## src/rtl/fp_add_sched.sv

```systemverilog
// rtl/fp_add_sched.sv - round-robin scheduler and stage sequencer for a shared FP add datapath
//
// Purpose: grants one requester at a time (round-robin from a rotating pointer),
// registers its operand pair toward the datapath, pulses the align/add/normalize
// stage enables in turn, latches the normalized result and returns it with the
// requester index.
//
// Ports:
//   clk, rst                 clock, asynchronous active-high reset
//   req_valid/req_a/req_b    per-requester request and packed IEEE-754 operands (lane i = [32*i+31:32*i])
//   req_ready                one-hot grant, only while idle
//   dp_a/dp_b                operands held toward the datapath
//   dp_align_en/dp_add_en/dp_norm_en  one-cycle stage enables
//   dp_result                normalized result, valid the cycle after dp_norm_en
//   resp_valid/resp_id/resp_result/resp_ready  response handshake
//   busy                     high whenever an operation is in flight
//
// Optional feature (macro FP_SCHED_ZERO_BYPASS_EN): operations with a zero operand
// skip the datapath and respond directly from the accept cycle.

module fp_add_sched #(
    parameter int NUM_REQ = 4,
    parameter int ID_W    = 2
) (
    input  logic                  clk,
    input  logic                  rst,
    input  logic [NUM_REQ-1:0]    req_valid,
    input  logic [32*NUM_REQ-1:0] req_a,
    input  logic [32*NUM_REQ-1:0] req_b,
    output logic [NUM_REQ-1:0]    req_ready,
    output logic [31:0]           dp_a,
    output logic [31:0]           dp_b,
    output logic                  dp_align_en,
    output logic                  dp_add_en,
    output logic                  dp_norm_en,
    input  logic [31:0]           dp_result,
    output logic                  resp_valid,
    output logic [ID_W-1:0]       resp_id,
    output logic [31:0]           resp_result,
    input  logic                  resp_ready,
    output logic                  busy
);

    localparam logic [2:0] IDLE  = 3'd0;
    localparam logic [2:0] ALIGN = 3'd1;
    localparam logic [2:0] ADD   = 3'd2;
    localparam logic [2:0] NORM  = 3'd3;
    localparam logic [2:0] WB    = 3'd4;
    localparam logic [2:0] RESP  = 3'd5;

    localparam logic [ID_W:0] NUM_REQ_W = (ID_W+1)'(NUM_REQ);

    logic [2:0]         state;
    logic [ID_W-1:0]    ptr;
    logic [NUM_REQ-1:0] valid_rot;
    logic               found;
    logic [ID_W:0]      pick_sum;
    logic [ID_W-1:0]    grant_id;
    logic [NUM_REQ-1:0] grant;
    logic [ID_W:0]      ptr_inc;
    logic [ID_W-1:0]    ptr_next;
    logic [31:0]        sel_a;
    logic [31:0]        sel_b;
    logic               accept;

    // Rotate the request vector so bit 0 is the lane the pointer names; the
    // lowest set bit of the rotated vector is the round-robin winner. Scanning
    // downward lets the lowest offset win without an early exit.
    always_comb begin
        valid_rot = NUM_REQ'({req_valid, req_valid} >> ptr);
        found     = 1'b0;
        pick_sum  = {1'b0, ptr};
        for (int k = NUM_REQ - 1; k >= 0; k--) begin
            if (valid_rot[k]) begin
                found    = 1'b1;
                pick_sum = {1'b0, ptr} + (ID_W+1)'(k);
            end
        end
        if (pick_sum >= NUM_REQ_W) begin
            pick_sum = pick_sum - NUM_REQ_W;
        end
        grant_id = pick_sum[ID_W-1:0];
        grant    = found ? (NUM_REQ'(1) << grant_id) : '0;
        ptr_inc  = {1'b0, grant_id} + (ID_W+1)'(1);
        ptr_next = (ptr_inc == NUM_REQ_W) ? '0 : ptr_inc[ID_W-1:0];
    end

    always_comb begin
        sel_a = '0;
        sel_b = '0;
        for (int i = 0; i < NUM_REQ; i++) begin
            if (grant[i]) begin
                sel_a = req_a[32*i +: 32];
                sel_b = req_b[32*i +: 32];
            end
        end
    end

`ifdef FP_SCHED_ZERO_BYPASS_EN
    // Zero means +/-0 only; denormals with a nonzero fraction go through the datapath.
    logic        a_zero;
    logic        b_zero;
    logic        bypass;
    logic [31:0] bypass_result;

    always_comb begin
        a_zero = (sel_a[30:0] == 31'd0);
        b_zero = (sel_b[30:0] == 31'd0);
        bypass = a_zero | b_zero;
        if (a_zero && b_zero) begin
            bypass_result = {sel_a[31] & sel_b[31], 31'd0};
        end else if (a_zero) begin
            bypass_result = sel_b;
        end else begin
            bypass_result = sel_a;
        end
    end
`endif

    assign accept = (state == IDLE) && found;

    always_ff @(posedge clk or posedge rst) begin
        if (rst) begin
            state       <= IDLE;
            ptr         <= '0;
            dp_a        <= '0;
            dp_b        <= '0;
            resp_id     <= '0;
            resp_result <= '0;
        end else begin
            case (state)
                IDLE: begin
                    if (accept) begin
                        dp_a    <= sel_a;
                        dp_b    <= sel_b;
                        resp_id <= grant_id;
                        ptr     <= ptr_next;
`ifdef FP_SCHED_ZERO_BYPASS_EN
                        if (bypass) begin
                            resp_result <= bypass_result;
                            state       <= RESP;
                        end else begin
                            state <= ALIGN;
                        end
`else
                        state <= ALIGN;
`endif
                    end
                end
                ALIGN: state <= ADD;
                ADD:   state <= NORM;
                NORM:  state <= WB;
                WB: begin
                    resp_result <= dp_result;
                    state       <= RESP;
                end
                RESP: begin
                    if (resp_ready) begin
                        state <= IDLE;
                    end
                end
                default: state <= IDLE;
            endcase
        end
    end

    // Reset gates the grant so req_ready reads zero while rst is held, even
    // though the state already sits in IDLE.
    assign req_ready   = (state == IDLE && !rst) ? grant : '0;
    assign dp_align_en = (state == ALIGN);
    assign dp_add_en   = (state == ADD);
    assign dp_norm_en  = (state == NORM);
    assign resp_valid  = (state == RESP);
    assign busy        = (state != IDLE);

endmodule
```

## config.mk

```make
export PLATFORM = sky130hd
export DESIGN_NAME = fp_add_sched
export DESIGN_NICKNAME = d
export VERILOG_FILES = /design/src/rtl/fp_add_sched.sv
export SDC_FILE = /design/constraint.sdc
export NUM_CORES = 1
export LEC_CHECK = 0
export ABC_CLOCK_PERIOD_IN_PS = 7400
export CAP_MARGIN = 20
export CORE_AREA = 4 4 156 158
export CTS_CLUSTER_SIZE = 12
export DETAILED_ROUTE_END_ITERATION = 12
export DIE_AREA = 0 0 160 162
export PLACE_DENSITY_LB_ADDON = 0.1
export SKIP_LAST_GASP = 1
export SYNTH_ARGS = -nofsm -noshare
export SYNTH_HDL_FRONTEND = slang
export SYNTH_SLANG_ARGS = --single-unit
```

## constraint.sdc

```tcl
create_clock -name clk -period 7.4 [get_ports clk]
set_input_delay 1.11 -clock clk [delete_from_list [all_inputs] [get_ports clk]]
set_output_delay 1.11 -clock clk [all_outputs]
set_load 0.02 [all_outputs]
```

# ---- Word-level counts from Yosys, hierarchy flattened
# Index checks and enable logic that the tools add are counted.
dict set report totals {
  out_inout_bits 107
  ff_bits 103
  input_bits 295
  elab_cells 52
}
dict set report op_classes {
  n_shift 2
  n_addsub 5
  eq_ne 8
  n_lt_le_gt_ge 1
  n_reduce_logical 7
  muxes 23
}
# operator n
set op_table {}
lappend op_table {{$mux W32} 8}
lappend op_table {{$mux W3} 6}
lappend op_table {{$pmux W3 S6} 1}
lappend op_table {{$eq A3 B3 Y1 const B} 3}
lappend op_table {{$mux W4} 2}
lappend op_table {{$shr A8 B2 Y4} 1}
lappend op_table {{$add A2 B1 Y3 const B} 2}
lappend op_table {{$add A2 B2 Y3 const B} 2}
lappend op_table {{$eq A3 B2 Y1 const B} 2}
lappend op_table {{$mux W1} 4}
lappend op_table {{$mux W2} 2}
lappend op_table {{$reduce_and A2 Y1} 2}
lappend op_table {{$shl A1 B2 Y4 const A} 1}
lappend op_table {{$eq A3 B1 Y1 const B} 1}
lappend op_table {{$ge A3 B3 Y1 const B} 1}
lappend op_table {{$logic_not A3 Y1} 1}
lappend op_table {{$reduce_bool A3 Y1} 1}
lappend op_table {{$logic_and A1 B1 Y1} 2}
lappend op_table {{$ne A2 B1 Y1 const B} 1}
lappend op_table {{$ne A2 B2 Y1 const B} 1}
lappend op_table {{$sub A2 B1 Y2 const B} 1}
lappend op_table {{$logic_not A1 Y1} 1}

# ---- Depth between registers and ports, before layout
dict set report depth {
  ltp_word 13
  ltp_mapped 9
  depth_no_buf 7
}

# ---- Worst setup path after synthesis
# OpenSTA, ideal clock, no wires.
dict set report synth_path {
  kind {input port to output port}
  from {input rst}
  to {output req_ready[0]}
  path_slack_ps 2479
  t_required_ps 6290
  cell_stages 2
  n_path_buf 0
  arrival_ps 3811
  cell_sequence {inv_1 > and3_1}
}
dict set report synth_between {
  elab_chain_cells 3
}
# item line_no
set synth_lines {}
lappend synth_lines {{from (decl)} 26} ;# input logic rst,
lappend synth_lines {{$logic_not A1 Y1} 169} ;# assign req_ready = (state == IDLE && !rst) ? grant : '0;
lappend synth_lines {{$logic_and A1 B1 Y1} 169}
lappend synth_lines {{$mux W4} 169}
lappend synth_lines {{to (decl)} 30} ;# output logic [NUM_REQ-1:0] req_ready,
# Every way passes these cells.

# ---- Worst setup path after layout
dict set report layout_path {
  from {input req_valid[1]}
  to {output req_ready[3]}
}
dict set report layout_between {
  elab_chain_cells 10
  elab_cells_between_ends 15
  classes_between {add/sub (1); order compare (1); shift (2); mux (11)}
}
# item line_no
set layout_lines {}
lappend layout_lines {{from (decl)} 27} ;# input logic [NUM_REQ-1:0] req_valid,
lappend layout_lines {{$shr A8 B2 Y4 (*)} 70} ;# valid_rot = NUM_REQ'({req_valid, req_valid} >> ptr);
lappend layout_lines {{$mux W3 (3 in series)} 74} ;# if (valid_rot[k]) begin
lappend layout_lines {{$mux W3 (*)} 74}
lappend layout_lines {{$ge A3 B3 Y1 or $sub A2 B1 Y2 (tied branches)} {79, 80}}
lappend layout_lines {{$mux W2 (*)} 79} ;# if (pick_sum >= NUM_REQ_W) begin
lappend layout_lines {{net pick_sum[0]} 57} ;# logic [ID_W:0] pick_sum;
lappend layout_lines {{$shl A1 B2 Y4 (*)} 83} ;# grant = found ? (NUM_REQ'(1) << grant_id) : '0;
lappend layout_lines {{$mux W4 (*)} 83}
lappend layout_lines {{$mux W4 (*)} 169}
# Mark *: on every way through the listed nets, which the timed path passes. The rest lies on a longest branch.

==> metrics.md <==
| Metric | Value |
|---|---|
| Status | finished, final reports clean |
| Clock transition at the registers of the reported paths | 0.07 ns |
| Fmax | 192 MHz |
| Total gr overflow | 0 |
| Max Cap Violations | 0 |
| Number of remaining DRC errors | 0 |
| Post-synth EDFFs | 0 |
| FF+latch area | 2580 sq um |
| Met2 global-route usage | 33.6% |
| Hold Path Stages | 1 |
| Arr. time, crit path | 4.10 ns |
| Min-delay src | resp_result[30]$_DFFE_PP0N_ |
| Worst hold endpoint | resp_result[30]$_DFFE_PP0N_ |
| Ratio of cells with drive above 1 in the final layout | 8.45% |
| RD Place Congestion | 0.835 |
| Ports | 402 |
| Post-CTS Repair Setup Buffers | 0 |
| Top-count cell post-synth | a21oi_1 |
| Crit. End Element | primary output |
| FF-to-FF End | dp_a[6]$_DFFE_PP0P_ |
| Cts repair resizes | 0 |
| FILL cells | 2299 |
| Hold Slack | 0.506 ns |
| Slew at the pin closest to its max-slew limit | 1.00 ns |
| Max-slew violations | 0 |
| Critical path class | in -> out |
| Worst r2r src | ptr[1]$_DFFE_PP0P_ |
| Die extent in y | 162 um |
| Syn_nets | 1013 |
| Worst-path maximum fanout | 57 |
| Synthesized area per cell | 8.92 sq um |
| Core area | 23100 sq um |
| CTS Hold Bufs | 0 |
| GRT Total Usage | 19.4% |
| Yosys Warn Count | 0 |
| Setup TNS | 0 ns |
| Nets | 1359 |
| Post-synth ARST share | 100% |
| CTS Buffer Depth | 2 |
| Sequential area share after synthesis | 40.5% |
| GR Util met1 | 23.6% |
| Synth top area share | 40.5% |
| WL/cell | 19.5 um |
| Max-slew headroom | 33.1% |
| Setup crit start kind | input pin |
| Layout area overhead | 70.3% |
| Area of the multi-input gates | 3260 sq um |
| Critical Path Start | req_valid[1] |
| Total power | 4.25 mW |
| Largest area contributor in the netlist | dfrtp_1 |
| Global route hottest layer | met2 |
| Rows | 56 |
| Worst Hold Class | reg -> reg |
| DP HPWL | 18600 um |
| Initial Util | 27.5% |
| Post-synthesis cell count | 714 |
| Final hold vios | 0 |
| Skew final | 0.0150 ns |
| FF-to-FF path depth | 7 |
| GR Layer Usage met3 | 6.24% |
| Number of global-route vias before repair | 6719 |
| Leak pwr | 4.19 nW |
| Post-synthesis cell area | 6370 sq um |
| Number of H-tree levels | 3 |
| Drt pass-1 iters | 4 |
| First-pass GRT wire length | 40000 um |
| CTS buffer count | 9 |
| Final setup vio count | 0 |
| Port bufs | 401 |
| CTS root buffer | clkbuf_16 |
| Worst-Skew Late Latency | 0.36 ns |
| DR iter-0 viols | 295 |
| Min Tclk post-route | 5.21 ns |
| Synth area leaders | dfrtp_1 40%, a221o_1 10%, a21oi_1 8.7%, nand3b_1 7.5%, a31oi_1 6.4% |
| Power Density | 391 nW/um^2 |
| Worst vdd ir | 0.147 mV |
| Req. time, crit path | 6.29 ns |
| Ant diodes | 0 |
| Synth Register Bits | 103 |
| Reg2Reg Setup Slack | 4.15 ns |
| WL final | 26500 um |
| Synth unique cells | 39 |
| CTS tree | built |
| Top cells by count, synth | 111 x a21oi_1, 103 x dfrtp_1, 67 x nand2_1 |
| Fin crit share | 70.4% |
| Via-per-instance ratio | 5.03 |
| Detail Route Antenna Nets | 0 |
| Die Wd | 160 um |
| Largest net degree at the start of global routing | 129 |
| Vias | 6809 |
| Top FF cell, synth | dfrtp_1 |
| Initial antenna violation count | 0 |
| CTS Sinks | 103 |
| Die area | 25900 sq um |
| RSZ-0062 raised after global routing | false |
-- final cells by class --
type / count / area share (%)
Clock buffer: 9 / 2.08
Multi-Input combinational cell: 469 / 30.0
Sequential cell: 103 / 23.8
Timing Repair Buffer: 410 / 37.7
Clock inverter: 7 / 0.715
Inverter: 67 / 2.34
Tap cell: 290 / 3.35
-- sequential cells by signal (all words and copies together), names as in the netlist --
name	flops
ptr	2
dp_a	32
state	3
resp_id	2
resp_result	32
dp_b	32
-- cell usage in the layout (no fill, tap or decap), types with 2 or more instances in the layout --
master / count
a21oi_1: 111
a21oi_2: 20
a221o_1: 64
a31oi_1: 65
and3_1: 5
buf_4: 8
clkbuf_16: 9
clkdlybuf4s50_1: 401
clkinv_2: 2
dfrtp_1: 103
ha_4: 3
inv_1: 65
inv_6: 2
mux2_2: 32
nand2_1: 67
nand2b_1: 4
nand3b_1: 64
nor2_1: 3
nor2b_1: 3
nor3_1: 4
o21ai_0: 5
or2_2: 2
-- cells by family (layout without fill, tap and decap cells) --
group	after synthesis	count (layout)	synth area share [%]
flip-flops	103	103	40.5
adder cells (fa/ha/maj)	4	4	0.786
multiplexers	32	32	5.66
AO/OA/AOI/OAI	274	274	29.5
AND/OR/NAND/NOR	159	159	14.3
buffers and inverters	142	493	9.29
-- critical path: stages --
cell and delay [ns]:
clkdlybuf4s50_1 0.58, or2_2 0.19, o22ai_1 0.11, nor3_1 0.52
ha_4 0.67, and3_1 0.28, clkdlybuf4s50_1 0.61
-- power by group --
part / leakage (nW) / switching [mW] / total, mW / internal [mW]
Combinational: 2.84 / 1.43 / 2.70 / 1.27
Clock: 0.152 / 0.238 / 0.505 / 0.267
Sequential: 1.19 / 0.182 / 1.04 / 0.862
Total: 4.19 / 1.85 / 4.25 / 2.40
-- routing by layer --
metal	share of wire [%]	wire length (um)
met4	1.4	365
met5	0	0
met3	8.0	2110
met1	41	10900
met2	50	13100
-- worst max-delay path by stage --
stage                         endpoint
after floorplan           req_ready[0]
after global placement    req_ready[3]
after detailed placement  req_ready[3]
after CTS                 req_ready[3]
after global routing      req_ready[3]
final                     req_ready[3]
-- per-stage QoR --
stage                     cells  setup slack (ns)  area (sq um)  utilization, %
after floorplan             714              2.48          6370               -
after detailed placement   1338              2.18         10500            45.5
after global routing       1355              1.96         10800            46.9
after global placement     1338              2.20         10500            45.5
final                      1355              2.19         10800            46.9
after CTS                  1354              2.17         10800            46.8
Power figures use the tool's default switching activity.
